**config.mk**
```make
export PLATFORM = sky130hd
export DESIGN_NAME = sram_ext_port_arbiter
export DESIGN_NICKNAME = d
export VERILOG_FILES = /design/src/rtl/sram_ext_port_arbiter.sv
export SDC_FILE = /design/constraint.sdc
export NUM_CORES = 1
export LEC_CHECK = 0
export CORE_AREA = 3 3 143 145
export DETAILED_ROUTE_END_ITERATION = 8
export DIE_AREA = 0 0 146 148
export SYNTH_ARGS = -nofsm -noshare
export SYNTH_HDL_FRONTEND = slang
export SYNTH_SLANG_ARGS = --single-unit
export TNS_END_PERCENT = 30
```
**constraint.sdc**
```tcl
create_clock -name clk -period 10.72 [get_ports clk]
set_clock_uncertainty 0.2 [all_clocks]
set_input_delay 2.68 -clock clk [delete_from_list [all_inputs] [get_ports clk]]
set_output_delay 2.68 -clock clk [all_outputs]
set_load 0.005 [all_outputs]
```
**src/rtl/sram_ext_port_arbiter.sv**
```systemverilog
// Round-robin arbiter sharing the external port of the data SRAM between
// the loader (requester 0) and the debug/dump unit (requester 1). A
// requester may hold the port for a bounded burst by asserting its lock bit.
module sram_ext_port_arbiter #(
    parameter int DATA_W    = 32,
    parameter int AW        = 64,
    parameter int MAX_BURST = 8,
    parameter int CNT_W     = 3
) (
    input  logic              clk,
    input  logic              arst,
    input  logic [1:0]        req_valid,
    output logic [1:0]        req_ready,
    input  logic [1:0]        req_wen,
    input  logic [1:0]        req_lock,
    input  logic [AW-1:0]     req_addr0,
    input  logic [AW-1:0]     req_addr1,
    input  logic [DATA_W-1:0] req_wdata0,
    input  logic [DATA_W-1:0] req_wdata1,
    output logic [1:0]        rsp_valid,
    output logic [DATA_W-1:0] rsp_rdata,
    output logic [AW-1:0]     mem_addr,
    output logic              mem_wen,
    output logic              mem_ren,
    output logic [DATA_W-1:0] mem_wdata,
    input  logic [DATA_W-1:0] mem_rdata
);

    typedef enum logic [1:0] {
        UNLOCKED = 2'd0,
        LOCKED0  = 2'd1,
        LOCKED1  = 2'd2
    } state_e;

    // One extra bit so the count can reach MAX_BURST (and stays legal when CNT_W is 0).
    localparam int BW = CNT_W + 1;
    localparam logic [BW-1:0] BURST_ONE = BW'(1);
    localparam logic [BW-1:0] BURST_MAX = BW'(MAX_BURST);

    state_e            state_q, state_d;
    logic              rr_ptr_q, rr_ptr_d;
    logic [BW-1:0]     burst_cnt_q, burst_cnt_d;
    logic [1:0]        rsp_valid_q, rsp_valid_d;
    logic [AW-1:0]     mem_addr_q, mem_addr_d;
    logic [DATA_W-1:0] mem_wdata_q, mem_wdata_d;

    logic              gnt_any;
    logic              gnt_idx;
    logic              lock_held;
    logic              sel_wen;
    logic              sel_lock;
    logic [BW-1:0]     cnt_base;
    logic [BW-1:0]     cnt_next;

    // Grant selection: a live lock wins outright, otherwise round-robin between valid requesters.
    always_comb begin
        gnt_any   = 1'b0;
        gnt_idx   = 1'b0;
        lock_held = 1'b0;
        if (state_q == LOCKED0 && req_valid[0]) begin
            gnt_any   = 1'b1;
            gnt_idx   = 1'b0;
            lock_held = 1'b1;
        end else if (state_q == LOCKED1 && req_valid[1]) begin
            gnt_any   = 1'b1;
            gnt_idx   = 1'b1;
            lock_held = 1'b1;
        end else if (req_valid == 2'b11) begin
            gnt_any = 1'b1;
            gnt_idx = rr_ptr_q;
        end else if (req_valid[0]) begin
            gnt_any = 1'b1;
            gnt_idx = 1'b0;
        end else if (req_valid[1]) begin
            gnt_any = 1'b1;
            gnt_idx = 1'b1;
        end
        if (arst) begin
            gnt_any = 1'b0;
        end
    end

    // Port mux, read-response tagging and burst/lock bookkeeping for the granted transfer.
    always_comb begin
        state_d     = state_q;
        rr_ptr_d    = rr_ptr_q;
        burst_cnt_d = burst_cnt_q;
        rsp_valid_d = 2'b00;
        mem_addr_d  = mem_addr_q;
        mem_wdata_d = mem_wdata_q;
        req_ready   = 2'b00;
        mem_wen     = 1'b0;
        mem_ren     = 1'b0;
        mem_addr    = mem_addr_q;
        mem_wdata   = mem_wdata_q;
        sel_wen     = gnt_idx ? req_wen[1]  : req_wen[0];
        sel_lock    = gnt_idx ? req_lock[1] : req_lock[0];
        cnt_base    = lock_held ? burst_cnt_q : '0;
        cnt_next    = cnt_base + BURST_ONE;
        if (gnt_any) begin
            req_ready[gnt_idx] = 1'b1;
            mem_addr    = gnt_idx ? req_addr1  : req_addr0;
            mem_wdata   = gnt_idx ? req_wdata1 : req_wdata0;
            mem_wen     = sel_wen;
            mem_ren     = ~sel_wen;
            mem_addr_d  = mem_addr;
            mem_wdata_d = mem_wdata;
            if (!sel_wen) begin
                rsp_valid_d[gnt_idx] = 1'b1;
            end
            if (sel_lock && (cnt_next < BURST_MAX)) begin
                state_d     = gnt_idx ? LOCKED1 : LOCKED0;
                burst_cnt_d = cnt_next;
            end else begin
                state_d     = UNLOCKED;
                burst_cnt_d = '0;
                rr_ptr_d    = ~gnt_idx;
            end
        end else if (state_q != UNLOCKED) begin
            state_d     = UNLOCKED;
            burst_cnt_d = '0;
        end
    end

    // State, pointer, burst counter, response tag and held port values.
    always_ff @(posedge clk or posedge arst) begin
        if (arst) begin
            state_q     <= UNLOCKED;
            rr_ptr_q    <= 1'b0;
            burst_cnt_q <= '0;
            rsp_valid_q <= 2'b00;
            mem_addr_q  <= '0;
            mem_wdata_q <= '0;
        end else begin
            state_q     <= state_d;
            rr_ptr_q    <= rr_ptr_d;
            burst_cnt_q <= burst_cnt_d;
            rsp_valid_q <= rsp_valid_d;
            mem_addr_q  <= mem_addr_d;
            mem_wdata_q <= mem_wdata_d;
        end
    end

    assign rsp_valid = rsp_valid_q;
    assign rsp_rdata = mem_rdata;

endmodule

```
==> results of run 1 <==
## critical path, delay by kind of cell
family          cells  cell delay [ns]
buf+inv             4             2.08
compound gates      2             0.63
## final cells by class
cell class,instances,area [um2]
repair buffers,306,3080
clock inverters,3,25.0
well taps,265,332
inverters,3,13.8
multi-input cells,327,2070
flip-flops and latches,105,2630
clock buffers,12,256
fillers,1886,10900
## kinds of logic (layout without fill, tap and decap cells)
logic type / count (synthesis) / after routing / synth area share [%]
simple gates: 122 / 122 / 9.64
flops: 105 / 105 / 51.6
compound gates: 104 / 104 / 10.7
mux: 99 / 99 / 19.5
buf+inv: 68 / 324 / 8.14
fa+ha+maj: 1 / 1 / 0.246
xor+xnor: 1 / 1 / 0.172
## layer usage
metal	GRT usage (%)	vias to the layer above
li1	-	2171
met1	15.4	1970
met2	23.9	191
met3	6.07	29
met4	5.27	0
met5	0	-
## power by group through the flow
| stage | Combinational, mW | Clock (mW) | Sequential (mW) |
|---|---|---|---|
| final | 0.357 | 0.317 | 0.469 |
| after global routing | 0.391 | 0.345 | 0.475 |
| after CTS | 0.365 | 0.332 | 0.470 |
| after detailed placement | 0.364 | 0 | 0.477 |
| after global placement | 0.362 | 0 | 0.475 |
| after floorplan | 0.155 | 0 | 0.473 |
## cells in the final DEF, fill, tap and decap left out, drive strengths merged
cell type,count
clkdlybuf4s50,301
dfrtp,105
o21ai,100
nand2,99
mux2i,98
clkbuf,12
nor2,7
nand3,5
buf,5
and2,4
inv,4
nor3,2
nor2b,1
nand3b,1
o311ai,1
a21bo,1
and3,1
xnor2,1
mux2,1
or2,1
o31ai,1
or3,1
o31a,1
ha,1
clkinv,1
clkinvlp,1
## how the worst max path moves through the flow
stage	startpoint	end	slack, ns	cells past startpoint
final	arst	mem_wdata[2]	2.39	6
after global routing	arst	mem_wdata[2]	2.04	6
after CTS	arst	mem_wdata[2]	2.29	6
after detailed placement	arst	mem_wdata[2]	2.31	6
after global placement	arst	mem_addr[61]	2.35	6
after floorplan	arst	mem_addr[0]	1.63	7
## registers in the layout, indices dropped and copies added, names as in the netlist
| signal | cells |
|---|---|
| burst_cnt_q | 4 |
| rr_ptr_q | 1 |
| rsp_valid | 2 |
| mem_wdata_q | 32 |
| state_q | 2 |
| mem_addr_q | 64 |
## metrics by stage
step	setup slack, ns	power [mW]
after global routing	2.04	1.21
after CTS	2.29	1.17
after global placement	2.35	0.838
final	2.39	1.14
after detailed placement	2.31	0.841
after floorplan	1.63	0.627
==> summary.md, run 1 <==
| Metric | Value |
|---|---|
| Status | complete, no violations |
| Worst Path Required | 7.84 ns |
| Final Cycle Share | about 78% |
| Via density per instance | around 4.3 |
| CTS clk-pin slew, worst paths | ~0.070 ns |
| DRT Pass-1 Iters | 4 |
| HP Start | mem_wdata_q[25] |
| CTS tree | yes |
| Synth top area cells | dfrtp_1, mux2i_1, o21ai_0 |
| Worst Max-Slew Pin Slew | around 0.86 ns |
| Synth top area share | between 50% and 60% |
| DIE WIDTH | between 100 and 150 um |
| Fin Hold WS | 0.290 ns |
| Largest net degree at the start of global routing | between 100 and 150 |
| DR vias | ~4,400 |
| Height of the chip | about 150 um |
| Clk pwr share | 27.7% |
| Psw | 303 uW |
| Max incr delay on CP | between 0.6 and 0.7 ns |
| Rows | 51 |
| Max-slew violation count | 0 |
| PostCTS Resize Cnt | 0 |
| Syn Nets | about 730 |
| Ports | roughly 370 |
| Max_cap viols | 0 |
| PD cells | 136 nW/um2 |
| CTS Buf Count | 9 |
| Root Buffer | clkbuf_16 |
| Sw Share | 26.6% |
| CP most frequent cell | clkdlybuf4s50_1 |
| Die area | ~22,000 um2 |
| Initial Util | about a quarter |
| Most frequent cell after synthesis | dfrtp_1 |
| FF-to-FF path depth | 6 |
| Syn avg cell area | between 10 and 15 um2 |
| Routed length per instance | about 15 um |
| Endpoint kind of the worst setup timing path | primary output |
| Dpl cell area | 8120 um2 |
| Most used DFF post-synth | dfrtp_1 |
| Hold Path Class | reg -> reg |
| 1st-iter DRT viols | 113 |
| Final wirelength | roughly 16,000 um |
| Crit path DAT | 5.45 ns |
| Post-route DRC | 0 |
| Synth unique cells | 25 |
| Asr flop ratio synth | 100% |
| Hold path depth | 2 |
| Max stage delay cell, worst path | inv_4 |
| Hold endpoint | mem_wdata_q[25] |
| Worst-path cell chain | clkdlybuf4s50_1 -> inv_4 -> o21ai_4 -> buf_4 -> o21ai_0 -> clkdlybuf4s50_1 |
| Setup TNS Final | 0 ns |
| Total GRT Usage | between 10% and 20% |
| Comb power frac | between 30 and 40% |
| R2r setup slk | between 8 and 9 ns |
| Hold Buf Count CTS | 0 |
| Leakage power | 3.75 nW |
| Int Power | 839 uW |
| Setup Fix Bufs, Post-CTS | 0 |
| Flops & latches, synth | around 110 |
| Sequential share of power | roughly 41% |
| Yosys warns | 0 |
| Worst-Skew Late Latency | roughly 0.34 ns |
| Core area | a little under 20,000 um2 |
| Worst reg2reg path endpoint | rr_ptr_q |
| Clock Path Buffers | 2 |
| CP Launch Type | input pin |
| Post-synth EDFFs | 0 |
| Diodes inserted | 0 |
| Register area share after synthesis | roughly half |
| GRT overflow | 0 |
| Area delta synth->final | 65.0% |
| PortBufs | ~300 |
| Worst VDD drop | around 0.000067 V |
| Vias in the first global route | roughly 4,500 |
| Crit path max fanout | 68 |
| Placed cells | just over 1,000 |
| Post-Syn Area | 5090 um2 |
| Top cells by count, synth | dfrtp_1, o21ai_0, nand2_1, mux2i_1, buf_4 |
| NumNets Final | roughly 990 |
| Final hold violations | 0 |
| Num Clock Sinks | about 110 |
| R2r startpoint | state_q[1] |
| Synth Instances | 500 |
| Cell taking the most area after synthesis | dfrtp_1 |
| Finished Core Util | a little over two fifths |
| Final non-filler cell area | approximately 8400 um2 |
| WL met3 | about 1500 um |
| Final GP Congestion | slightly below 0.7 |
| Met2 wire length | approximately 7600 um |
| Layout cell share with drive strength beyond 1 | 3.17% |
| Unrepaired setup endpoints after global routing | false |
| Final setup violation count | 0 |
| Uppermost routed layer | met4 |
| Level count of the clock H-tree | 3 |
| Max-slew headroom | between 40% and 50% |
| Wl on met1 | between 6000 and 7000 um |
| Final ANT Viol Nets | 0 |
| First-pass GRT wire length | about 24,000 um |
| WS Path Type | in -> out |
| Post-route insts no fill | roughly 1,000 |
| Crit path time final | 8.33 ns |
| HPWL Detailed | around 12,000 um |
| Initial antenna violation count | 0 |
| Peak Freq | roughly 120 MHz |
(Power assumes the default switching activity.)
==> inputs of run 2 (changes only) <==
CORE_AREA = 3 3 142 144   (was 3 3 143 145)
DIE_AREA = 0 0 145 147   (was 0 0 146 148)
PLACE_DENSITY = 0.67   (was unset)
clock period = 7.2 ns   (was 10.72 ns; I/O delays follow)
==> summary.md, run 2 (synthesis results as in run 1) <==
| Metric | Value |
|---|---|
| Root Buffer | clkbuf_16 |
| Worst-Skew Late Latency | between 0.3 and 0.4 ns |
| Worst setup margin | roughly 0.74 ns |
| WS Path Type | in -> out |
| Critical path's top delay family | buffers and inverters |
| DR vias | between 4,000 and 5,000 |
| CP bufs+invs | 5 |
| Setup Fix Bufs, Post-CTS | 0 |
| Crit path DAT | roughly 4.5 ns |
| Max-slew headroom | 48.5% |
| Placed cells | ~1,000 |
| Sequential share of power | 39.0% |
| Int Power | 1.32 mW |
| Most frequent cells in the layout | clkdlybuf4s50_1, dfrtp_1, nand2_1, o21ai_0, mux2i_1 |
| CP Launch Type | input pin |
| Crit path max fanout | 33 |
| Hold Path Class | reg -> reg |
| Initial antenna violation count | 0 |
| Final hold violations | 0 |
| HPWL Detailed | approximately 12,000 um |
| Level count of the clock H-tree | 3 |
| Die area | roughly 21,000 um2 |
| First-pass GRT wire length | 25,600 um |
| Peak Freq | 155 MHz |
| Comb power frac | about 31% |
| Final wirelength | 16,100 um |
| Final non-filler cell area | 8530 um2 |
| Max reg flops | 64 |
| Worst reg2reg path endpoint | mem_addr_q[49] |
| Crit path to | mem_addr[49] |
| Worst Path Required | ~5.2 ns |
| Status | complete, no violations |
| Num Clock Sinks | about 110 |
| Worst-path cell chain | clkdlybuf4s50_1 -> inv_1 -> o311ai_4 -> buf_12 -> buf_12 -> mux2i_1 -> o21ai_0 -> clkdlybuf4s50_1 |
| DRT Pass-1 Iters | 4 |
| Setup TNS Final | 0 ns |
| Layout cell share with drive strength beyond 1 | under 10% |
| Clock Path Buffers | 2 |
| Commonest non-fill, non-tap cell in the layout | clkdlybuf4s50_1 |
| Total GRT Usage | 15.0% |
| Sw Share | a little over a quarter |
| NumNets Final | 992 |
| Height of the chip | ~150 um |
| DIE WIDTH | around 150 um |
| CTS Buf Count | 9 |
| Worst Setup SP | req_valid[0] |
| Initial Util | ~27% |
| Routed length per instance | 15.7 um |
| Dpl cell area | just over 8000 um2 |
| Top register by number of flip-flops | mem_addr_q |
| Largest net degree at the start of global routing | 104 |
| Max stage delay cell, worst path | clkdlybuf4s50_1 |
| Clk pwr share | a little under a third |
| Core area | 18,800 um2 |
| Area delta synth->final | 67.6% |
| CTS tree | yes |
| Largest regs | mem_addr_q: 64 flops, mem_wdata_q: 32 flops, burst_cnt_q: 4 flops |
| Worst Max-Slew Pin Slew | roughly 0.77 ns |
| Max incr delay on CP | between 0.5 and 0.6 ns |
| Ports | 366 |
| Via density per instance | ~4.3 |
| Worst VDD drop | about 0.000095 V |
| Final Cycle Share | between 80% and 90% |
| FF-to-FF path depth | 6 |
| Final GP Congestion | about 0.72 |
| Crit. path cell count | 8 |
| PortBufs | 301 |
| R2r startpoint | state_q[1] |
| Rows | 50 |
| PD cells | between 200 and 250 nW/um2 |
| Final setup violation count | 0 |
| CTS clk-pin slew, worst paths | roughly 0.070 ns |
| Max-slew violation count | 0 |
| Hold Buf Count CTS | 0 |
| R2r setup slk | around 5 ns |
| 1st-iter DRT viols | 151 |
| Vias in the first global route | ~4,700 |
| Psw | between 400 and 500 uW |
| PostCTS Resize Cnt | 0 |
| Final ANT Viol Nets | 0 |
| Leakage power | 3.82 nW |
| Crit path time final | ~6.5 ns |
| Diodes inserted | 0 |
| GRT overflow | 0 |
| Pre-CTS WS | 0.699 ns |
| Post-route insts no fill | 1,024 |
| Finished Core Util | between 40% and 50% |
| Post-route DRC | 0 |
| Endpoint kind of the worst setup timing path | primary output |
| Max_cap viols | 0 |
| Unrepaired setup endpoints after global routing | false |
[run 2: changes by cell type in the layout (fill, tap and decap cells not counted), sizes merged]
cell / previous run / this run
buf: 5 / 12
bufinv: 0 / 2
clkbuf: 12 / 11
clkinv: 1 / 0
clkinvlp: 1 / 2
[run 2: layout make-up]
cell class              count  area [um2]
flip-flops and latches    105        2630
inverters                   3        15.0
clock buffers              11         243
clock inverters             5        85.1
well taps                 260         325
fillers                  1826       10300
repair buffers            313        3170
multi-input cells         327        2070
[run 2: stage by stage]
step                power, mW  hold slack, ns
floorplan               0.934           0.284
global placement         1.26           0.270
detailed placement       1.27           0.279
CTS                      1.83           0.298
global route             1.90           0.320
finish                   1.79           0.291
[run 2: worst min path at each step]
stage,end,startpoint,depth (start not counted),slack (ns)
after CTS,mem_addr_q[36],mem_addr_q[36],2,0.30
after global routing,mem_wdata_q[14],mem_wdata_q[14],2,0.32
after global placement,mem_wdata_q[31],mem_wdata_q[31],2,0.27
after detailed placement,mem_wdata_q[7],mem_wdata_q[7],2,0.28
after floorplan,burst_cnt_q[1],burst_cnt_q[1],2,0.28
final,mem_addr_q[20],mem_addr_q[20],2,0.29
[run 2: layer usage]
layer	global-route usage [%]	routed length [um]	vias up
met5	0	0	-
met4	2.90	122	0
met3	6.85	1510	10
met2	27.1	8360	195
met1	16.3	6130	1992
li1	-	-	2192
[run 2: worst register-to-register path: cells and delay by family (launching register included)]
family | cells | cell delay (ns)
multiplexers | 1 | 0.33
buffers and inverters | 2 | 0.55
AO/OA/AOI/OAI | 2 | 0.53
AND/OR/NAND/NOR | 1 | 0.17
flip-flops | 1 | 0.39
[run 2: power by group through the flow]
stage | clock network (mW) | registers, mW | logic [mW]
after floorplan | 0 | 0.704 | 0.230
after global placement | 0 | 0.707 | 0.552
after detailed placement | 0 | 0.711 | 0.555
after CTS | 0.572 | 0.699 | 0.558
after global routing | 0.596 | 0.708 | 0.599
final | 0.545 | 0.698 | 0.546
